<file path="config.mk">
export PLATFORM = sky130hd
export DESIGN_NAME = inv_key_schedule
export DESIGN_NICKNAME = d
export VERILOG_FILES = /design/src/rtl/aes_pkg.sv /design/src/rtl/sbox.sv /design/src/rtl/inv_key_schedule.sv
export SDC_FILE = /design/constraint.sdc
export NUM_CORES = 2
export LEC_CHECK = 0
export CAP_MARGIN = 25
export CORE_UTILIZATION = 36
export CTS_BUF_LIST = sky130_fd_sc_hd__clkbuf_4 sky130_fd_sc_hd__clkbuf_8 sky130_fd_sc_hd__clkbuf_16
export DETAILED_ROUTE_END_ITERATION = 6
export HOLD_SLACK_MARGIN = 0.02
export SYNTH_ARGS = -nofsm -noshare
export SYNTH_HDL_FRONTEND = slang
export SYNTH_SLANG_ARGS = --single-unit
</file>
<file path="constraint.sdc">
create_clock -name clk -period 26.9 [get_ports clk]
set_clock_uncertainty 0.05 [all_clocks]
set_input_delay 5.38 -clock clk [delete_from_list [all_inputs] [get_ports clk]]
set_output_delay 5.38 -clock clk [all_outputs]
set_load 0.02 [all_outputs]
</file>
<file path="src/rtl/aes_pkg.sv">
// Shared AES constants, FSM encoding and GF(2^8) helpers.
// InvMixColumns helper exists only when INV_KS_EQ_INV_CIPHER_EN is defined.
package aes_pkg;

    localparam int AES_ROUNDS = 10;

    typedef enum logic [2:0] {
        IDLE,
        EMIT,
        XOR3,
        XOR2,
        XOR1,
        SUB,
        XOR0
    } ks_state_t;

    function automatic logic [7:0] rcon(input logic [3:0] r);
        logic [7:0] c;
        case (r)
            4'd1:    c = 8'h01;
            4'd2:    c = 8'h02;
            4'd3:    c = 8'h04;
            4'd4:    c = 8'h08;
            4'd5:    c = 8'h10;
            4'd6:    c = 8'h20;
            4'd7:    c = 8'h40;
            4'd8:    c = 8'h80;
            4'd9:    c = 8'h1b;
            4'd10:   c = 8'h36;
            default: c = 8'h00;
        endcase
        return c;
    endfunction

    function automatic logic [7:0] xtime(input logic [7:0] b);
        return {b[6:0], 1'b0} ^ (b[7] ? 8'h1b : 8'h00);
    endfunction

    function automatic logic [7:0] gmul(input logic [7:0] a, input logic [7:0] b);
        logic [7:0] p;
        logic [7:0] x;
        p = 8'h00;
        x = a;
        for (int i = 0; i < 8; i++) begin
            if (b[i]) p = p ^ x;
            x = xtime(x);
        end
        return p;
    endfunction

`ifdef INV_KS_EQ_INV_CIPHER_EN
    function automatic logic [31:0] inv_mix_word(input logic [31:0] w);
        logic [7:0] a0, a1, a2, a3;
        {a0, a1, a2, a3} = w;
        return {gmul(a0, 8'h0e) ^ gmul(a1, 8'h0b) ^ gmul(a2, 8'h0d) ^ gmul(a3, 8'h09),
                gmul(a0, 8'h09) ^ gmul(a1, 8'h0e) ^ gmul(a2, 8'h0b) ^ gmul(a3, 8'h0d),
                gmul(a0, 8'h0d) ^ gmul(a1, 8'h09) ^ gmul(a2, 8'h0e) ^ gmul(a3, 8'h0b),
                gmul(a0, 8'h0b) ^ gmul(a1, 8'h0d) ^ gmul(a2, 8'h09) ^ gmul(a3, 8'h0e)};
    endfunction
`endif

endpackage

</file>
<file path="src/rtl/sbox.sv">
// AES forward S-box: multiplicative inverse in GF(2^8) followed by the affine map.
module sbox
    import aes_pkg::*;
(
    input  logic [7:0] in_byte,
    output logic [7:0] out_byte
);

    logic [7:0] sq;
    logic [7:0] inv;

    // x^254 = product of x^(2^k) for k=1..7; maps 0 to 0 as the S-box requires.
    always_comb begin
        sq  = in_byte;
        inv = 8'h01;
        for (int k = 1; k < 8; k++) begin
            sq  = gmul(sq, sq);
            inv = gmul(inv, sq);
        end
    end

    assign out_byte = inv
                    ^ {inv[6:0], inv[7]}
                    ^ {inv[5:0], inv[7:6]}
                    ^ {inv[4:0], inv[7:5]}
                    ^ {inv[3:0], inv[7:4]}
                    ^ 8'h63;

endmodule

</file>
<file path="src/rtl/inv_key_schedule.sv">
// Reverse AES-128 key schedule: emits round keys 10..0 from the round-10 key.
// Define INV_KS_EQ_INV_CIPHER_EN to apply InvMixColumns to output rounds 9..1.
module inv_key_schedule
    import aes_pkg::*;
(
    input  logic         clk,
    input  logic         rst,
    input  logic         start,
    input  logic [127:0] last_key,
    output logic [127:0] round_key,
    output logic [3:0]   round_idx,
    output logic         rk_valid,
    input  logic         rk_ready,
    output logic         busy,
    output logic         done
);

    // Handshake: a round key transfers on a rising edge where rk_valid and
    // rk_ready are both high; round_key/round_idx hold until that edge.

    ks_state_t    state;
    logic [127:0] key_q;
    logic [31:0]  new3_q, new2_q, new1_q;
    logic [31:0]  rot_q, sub_q;
    logic [3:0]   idx_q;
    logic         valid_q, busy_q, done_q;

    logic [31:0]  k0, k1, k2, k3;
    logic [31:0]  new3_w;
    logic [31:0]  sub_w;

    assign {k0, k1, k2, k3} = key_q;
    assign new3_w = k3 ^ k2;

    genvar g;
    for (g = 0; g < 4; g++) begin : g_sbox
        sbox u_sbox (
            .in_byte  (rot_q[8*g +: 8]),
            .out_byte (sub_w[8*g +: 8])
        );
    end

    always_ff @(posedge clk) begin
        if (rst) begin
            state   <= IDLE;
            key_q   <= '0;
            new3_q  <= '0;
            new2_q  <= '0;
            new1_q  <= '0;
            rot_q   <= '0;
            sub_q   <= '0;
            idx_q   <= '0;
            valid_q <= 1'b0;
            busy_q  <= 1'b0;
            done_q  <= 1'b0;
        end else begin
            done_q <= 1'b0;
            case (state)
                IDLE: begin
                    if (start) begin
                        key_q   <= last_key;
                        idx_q   <= 4'(AES_ROUNDS);
                        busy_q  <= 1'b1;
                        valid_q <= 1'b1;
                        state   <= EMIT;
                    end
                end
                EMIT: begin
                    if (rk_ready) begin
                        valid_q <= 1'b0;
                        if (idx_q == 4'd0) begin
                            busy_q <= 1'b0;
                            done_q <= 1'b1;
                            state  <= IDLE;
                        end else begin
                            state <= XOR3;
                        end
                    end
                end
                XOR3: begin
                    new3_q <= new3_w;
                    rot_q  <= {new3_w[23:0], new3_w[31:24]};
                    state  <= XOR2;
                end
                XOR2: begin
                    new2_q <= k2 ^ k1;
                    state  <= XOR1;
                end
                XOR1: begin
                    new1_q <= k1 ^ k0;
                    state  <= SUB;
                end
                SUB: begin
                    sub_q <= sub_w;
                    state <= XOR0;
                end
                XOR0: begin
                    key_q   <= {k0 ^ sub_q ^ {rcon(idx_q), 24'h0}, new1_q, new2_q, new3_q};
                    idx_q   <= idx_q - 4'd1;
                    valid_q <= 1'b1;
                    state   <= EMIT;
                end
                default: state <= IDLE;
            endcase
        end
    end

`ifdef INV_KS_EQ_INV_CIPHER_EN
    // Key register stays in plain form; only the outgoing inner rounds are mixed.
    logic mix_en;
    assign mix_en    = (idx_q != 4'd0) && (idx_q != 4'(AES_ROUNDS));
    assign round_key = mix_en ? {inv_mix_word(k0), inv_mix_word(k1),
                                 inv_mix_word(k2), inv_mix_word(k3)} : key_q;
`else
    assign round_key = key_q;
`endif

    assign round_idx = idx_q;
    assign rk_valid  = valid_q;
    assign busy      = busy_q;
    assign done      = done_q;

endmodule

</file>
==> flow_metrics.env <==
export IMPL_root_buffer="clkbuf_16"
export IMPL_clk_pin_slew_worst_paths_ns=0.08
export IMPL_hp_start="sub_q[7]$_SDFFE_PP0P_"
export IMPL_dp_final_hpwl_um=168000
export IMPL_ctsHoldBuffers=0
export IMPL_grt_pass1_vias=63704
export IMPL_finalCriticalPeriod_ns=19.67
export IMPL_cp_common_cell="xnor2_1"
export IMPL_hold_depth=2
export IMPL_rsz0062_at_grt="no"
export IMPL_core_area_um2=193000
export IMPL_yosysSeqAreaShare_pct=7.79
export IMPL_cap_violations=0
export IMPL_async_flop_share_pct=0
export IMPL_hold_viol=0
export IMPL_portBuffers=266
export IMPL_r2r_cells=63
export IMPL_layout_drive_gt1_share_pct=8.11
export IMPL_num_rows=161
export IMPL_postCtsSetupBuffers=0
export IMPL_clockBufferDepth=3
export IMPL_synthesis_nets=9702
export IMPL_die_h_um=444
export IMPL_multiInputGateArea_um2=61900
export IMPL_htree_num_levels=1
export IMPL_worstPathArrival_ns=20.09
export IMPL_min_to="sub_q[7]$_SDFFE_PP0P_"
export IMPL_ios=267
export IMPL_grt_max_degree=131
export IMPL_routabilityCongestion=0.919
export IMPL_grtUsageTotal_pct=22.3
export IMPL_ant_nets=0
export IMPL_totalNegativeSetupSlack_ns=0
export IMPL_postPlaceCellArea_um2=75900
export IMPL_synth_edff_count=0
export IMPL_fin_area_um2=76900
export IMPL_fp_dieW_um=444
export IMPL_final_nets=9608
export IMPL_r2r_end="sub_q[27]$_SDFFE_PP0P_"
export IMPL_drcViolationCount=0
export IMPL_hold_class="flop to flop"
export IMPL_critPathMaxStageDelay_ns=0.85
export IMPL_syn_to_final_growth_pct=9.19
export IMPL_worstSetupStartpointType="flop"
export IMPL_drt_pass1_iterations=6
export IMPL_cp_end_kind="flop"
export IMPL_cts_resized=0
export IMPL_drt_iter0_markers=6410
export IMPL_fmax_ghz=0.0508
export IMPL_synth_flop_cell="dfxtp_1"
export IMPL_period_share_pct=73.1
export IMPL_path_class="flop to flop"
export IMPL_crit_fanout=30
export IMPL_clk_insertion_delay_late_ns=0.59
export IMPL_status="completed"
export IMPL_slew_violations=0
export IMPL_r2r_slack_ns=7.23
export IMPL_nFillCells=19889
export IMPL_grt_pass1_wl_um=366000
export IMPL_required_ns=27.31
export IMPL_grt_antenna_before_repair=15
export IMPL_synth_seq_cells=274
export IMPL_cts_buffers_inserted=27
export IMPL_via_per_inst=5.66
export IMPL_clkSinkCount=274
export IMPL_synth_cell_types=128
export IMPL_synth_area_per_cell_um2=7.38
export IMPL_worstMarginPinSlew_ns=1.09
export IMPL_slew_headroom_pct=26.5
export IMPL_critPathSlowestCell="dfxtp_1"
export IMPL_wl_per_cell_um=19.3
export IMPL_synth_cells=9536
export IMPL_routed_wl_um=231000
export IMPL_yosys_warnings=0
export IMPL_rr_startpoint="new3_q[23]$_SDFFE_PP0P_"
export IMPL_cts_tree="done"
export IMPL_seq_area_um2=5490
export IMPL_setup_viol=0
export IMPL_netlist_area_um2=70400
export IMPL_die_area_um2=197000
export IMPL_via_count=67950
export IMPL_start_util_pct=36.4
export IMPL_grt_remaining_overflow=0
-- layout by cell type, fill, tap and decap left out, types with 38 or more instances in the layout --
cell type and instances:
buf_4 302, o21ai_0 379, dfxtp_1 274, and3_1 43
nand3_1 224, a22oi_1 104, xnor3_1 252, a31oi_1 77
mux2_2 42, nor2_1 1360, o22ai_1 97, mux2i_1 210
a21oi_1 574, and2_1 54, nor2b_1 70, or3_1 53
nand2_1 1039, nand2b_1 50, nor3_1 233, inv_1 86
o211ai_1 67, xor2_2 47, a311oi_1 69, xnor2_2 165
xor2_1 423, a211oi_1 180, clkdlybuf4s50_1 265, nand4_1 38
xnor2_1 1775, o21ai_1 44
-- worst max path at each step --
stage | startpoint | to | slack [ns]
5_1_grt | new3_q[23]$_SDFFE_PP0P_ | sub_q[27]$_SDFFE_PP0P_ | 5.79
3_5_place_dp | new3_q[23]$_SDFFE_PP0P_ | sub_q[27]$_SDFFE_PP0P_ | 7.67
3_3_place_gp | new3_q[23]$_SDFFE_PP0P_ | sub_q[27]$_SDFFE_PP0P_ | 8.33
2_1_floorplan | new3_q[5]$_SDFFE_PP0P_ | sub_q[8]$_SDFFE_PP0P_ | 11.15
6_report | new3_q[23]$_SDFFE_PP0P_ | sub_q[27]$_SDFFE_PP0P_ | 7.23
4_1_cts | new3_q[23]$_SDFFE_PP0P_ | sub_q[27]$_SDFFE_PP0P_ | 7.58
-- metal layers --
metal  global-route usage (%)  routed length, um  vias up
li1                         -                  -    32769
met1                     30.2             101000    32579
met2                     37.1             109000     2287
met3                     1.02              11500      315
met4                     9.20               9670        0
met5                        0                  0        -
-- area by class of cell --
type                    instances  share of cell area [%]
diodes                         14                  0.0456
clock buffers                  34                   0.963
clock inverters                11                   0.164
inverters                     117                   0.571
multi-input cells            8453                    80.6
flip-flops and latches        274                    7.13
well taps                    2526                    4.11
repair buffers                569                    6.45
-- per-stage QoR --
stage                     std cells  worst slack (ns)  utilization [%]  hold WS (ns)
final                         11998              7.23             39.8         0.408
after global routing          11998              5.79             39.8         0.426
after CTS                     11978              7.58             39.7         0.411
after detailed placement      11933              7.67             39.3         0.401
after global placement        11928              8.33             39.2         0.392
after floorplan                9536             11.15                -         0.382
-- Yosys cell counts (32+ instances only) --
cell type	instances	area share, %
a211oi_1	181	1.9
a21oi_1	574	4.1
a22oi_1	104	1.1
a311oi_1	69	0.86
a31oi_1	77	0.68
a32oi_1	34	0.42
and2_1	54	0.48
and3_1	43	0.38
buf_1	49	0.26
buf_2	166	1.2
buf_4	64	0.68
clkbuf_1	403	2.1
dfxtp_1	274	7.8
ha_1	34	0.60
inv_1	86	0.46
mux2_2	42	0.67
mux2i_1	210	3.0
nand2_1	1039	5.5
nand2b_1	50	0.44
nand3_1	224	1.6
nand4_1	38	0.34
nor2_1	1363	7.3
nor2b_1	70	0.62
nor3_1	234	1.7
nor4_1	32	0.28
o211ai_1	67	0.71
o21ai_0	379	2.7
o21ai_1	44	0.31
o22ai_1	97	0.86
o31ai_1	35	0.37
or3_1	53	0.47
xnor2_1	1830	23
xnor2_2	110	2.5
xnor3_1	253	8.1
xor2_1	435	5.4
xor2_2	36	0.83
xor3_1	37	1.2
-- logic make-up (layout without fill, tap and decap cells) --
logic type | Yosys count | in the layout | synth area share [%]
AND/OR/NAND/NOR | 3336 | 3336 | 20.6
XOR/XNOR | 2751 | 2751 | 42.7
AO/OA/AOI/OAI | 2065 | 2065 | 19.3
buffers and inverters | 809 | 731 | 5.04
flip-flops | 274 | 274 | 7.79
multiplexers | 261 | 261 | 3.86
adder cells (fa/ha/maj) | 40 | 40 | 0.690
other | 0 | 14 | 0
-- flip-flops by register name, indices dropped and copies added (netlist names), named ones only --
| signal | flops |
|---|---|
| round_key | 128 |
| new3_q | 31 |
| rot_q | 1 |
| rk_valid | 1 |
| new1_q | 32 |
| new2_q | 32 |
| round_idx | 4 |
| state | 3 |
| sub_q | 32 |
| busy | 1 |
| done | 1 |
-- critical path: cells and delay by family, from the launching register on --
family / cells / cell delay, ns
fa+ha+maj: 4 / 2.27
flops: 1 / 0.85
simple gates: 15 / 2.66
xor+xnor: 20 / 6.08
buf+inv: 7 / 2.28
mux: 3 / 0.99
compound gates: 14 / 4.29
Power is left out: the tool's default activity adds up to more than one toggle a clock period on the data nets, which glitch-free logic cannot reach.
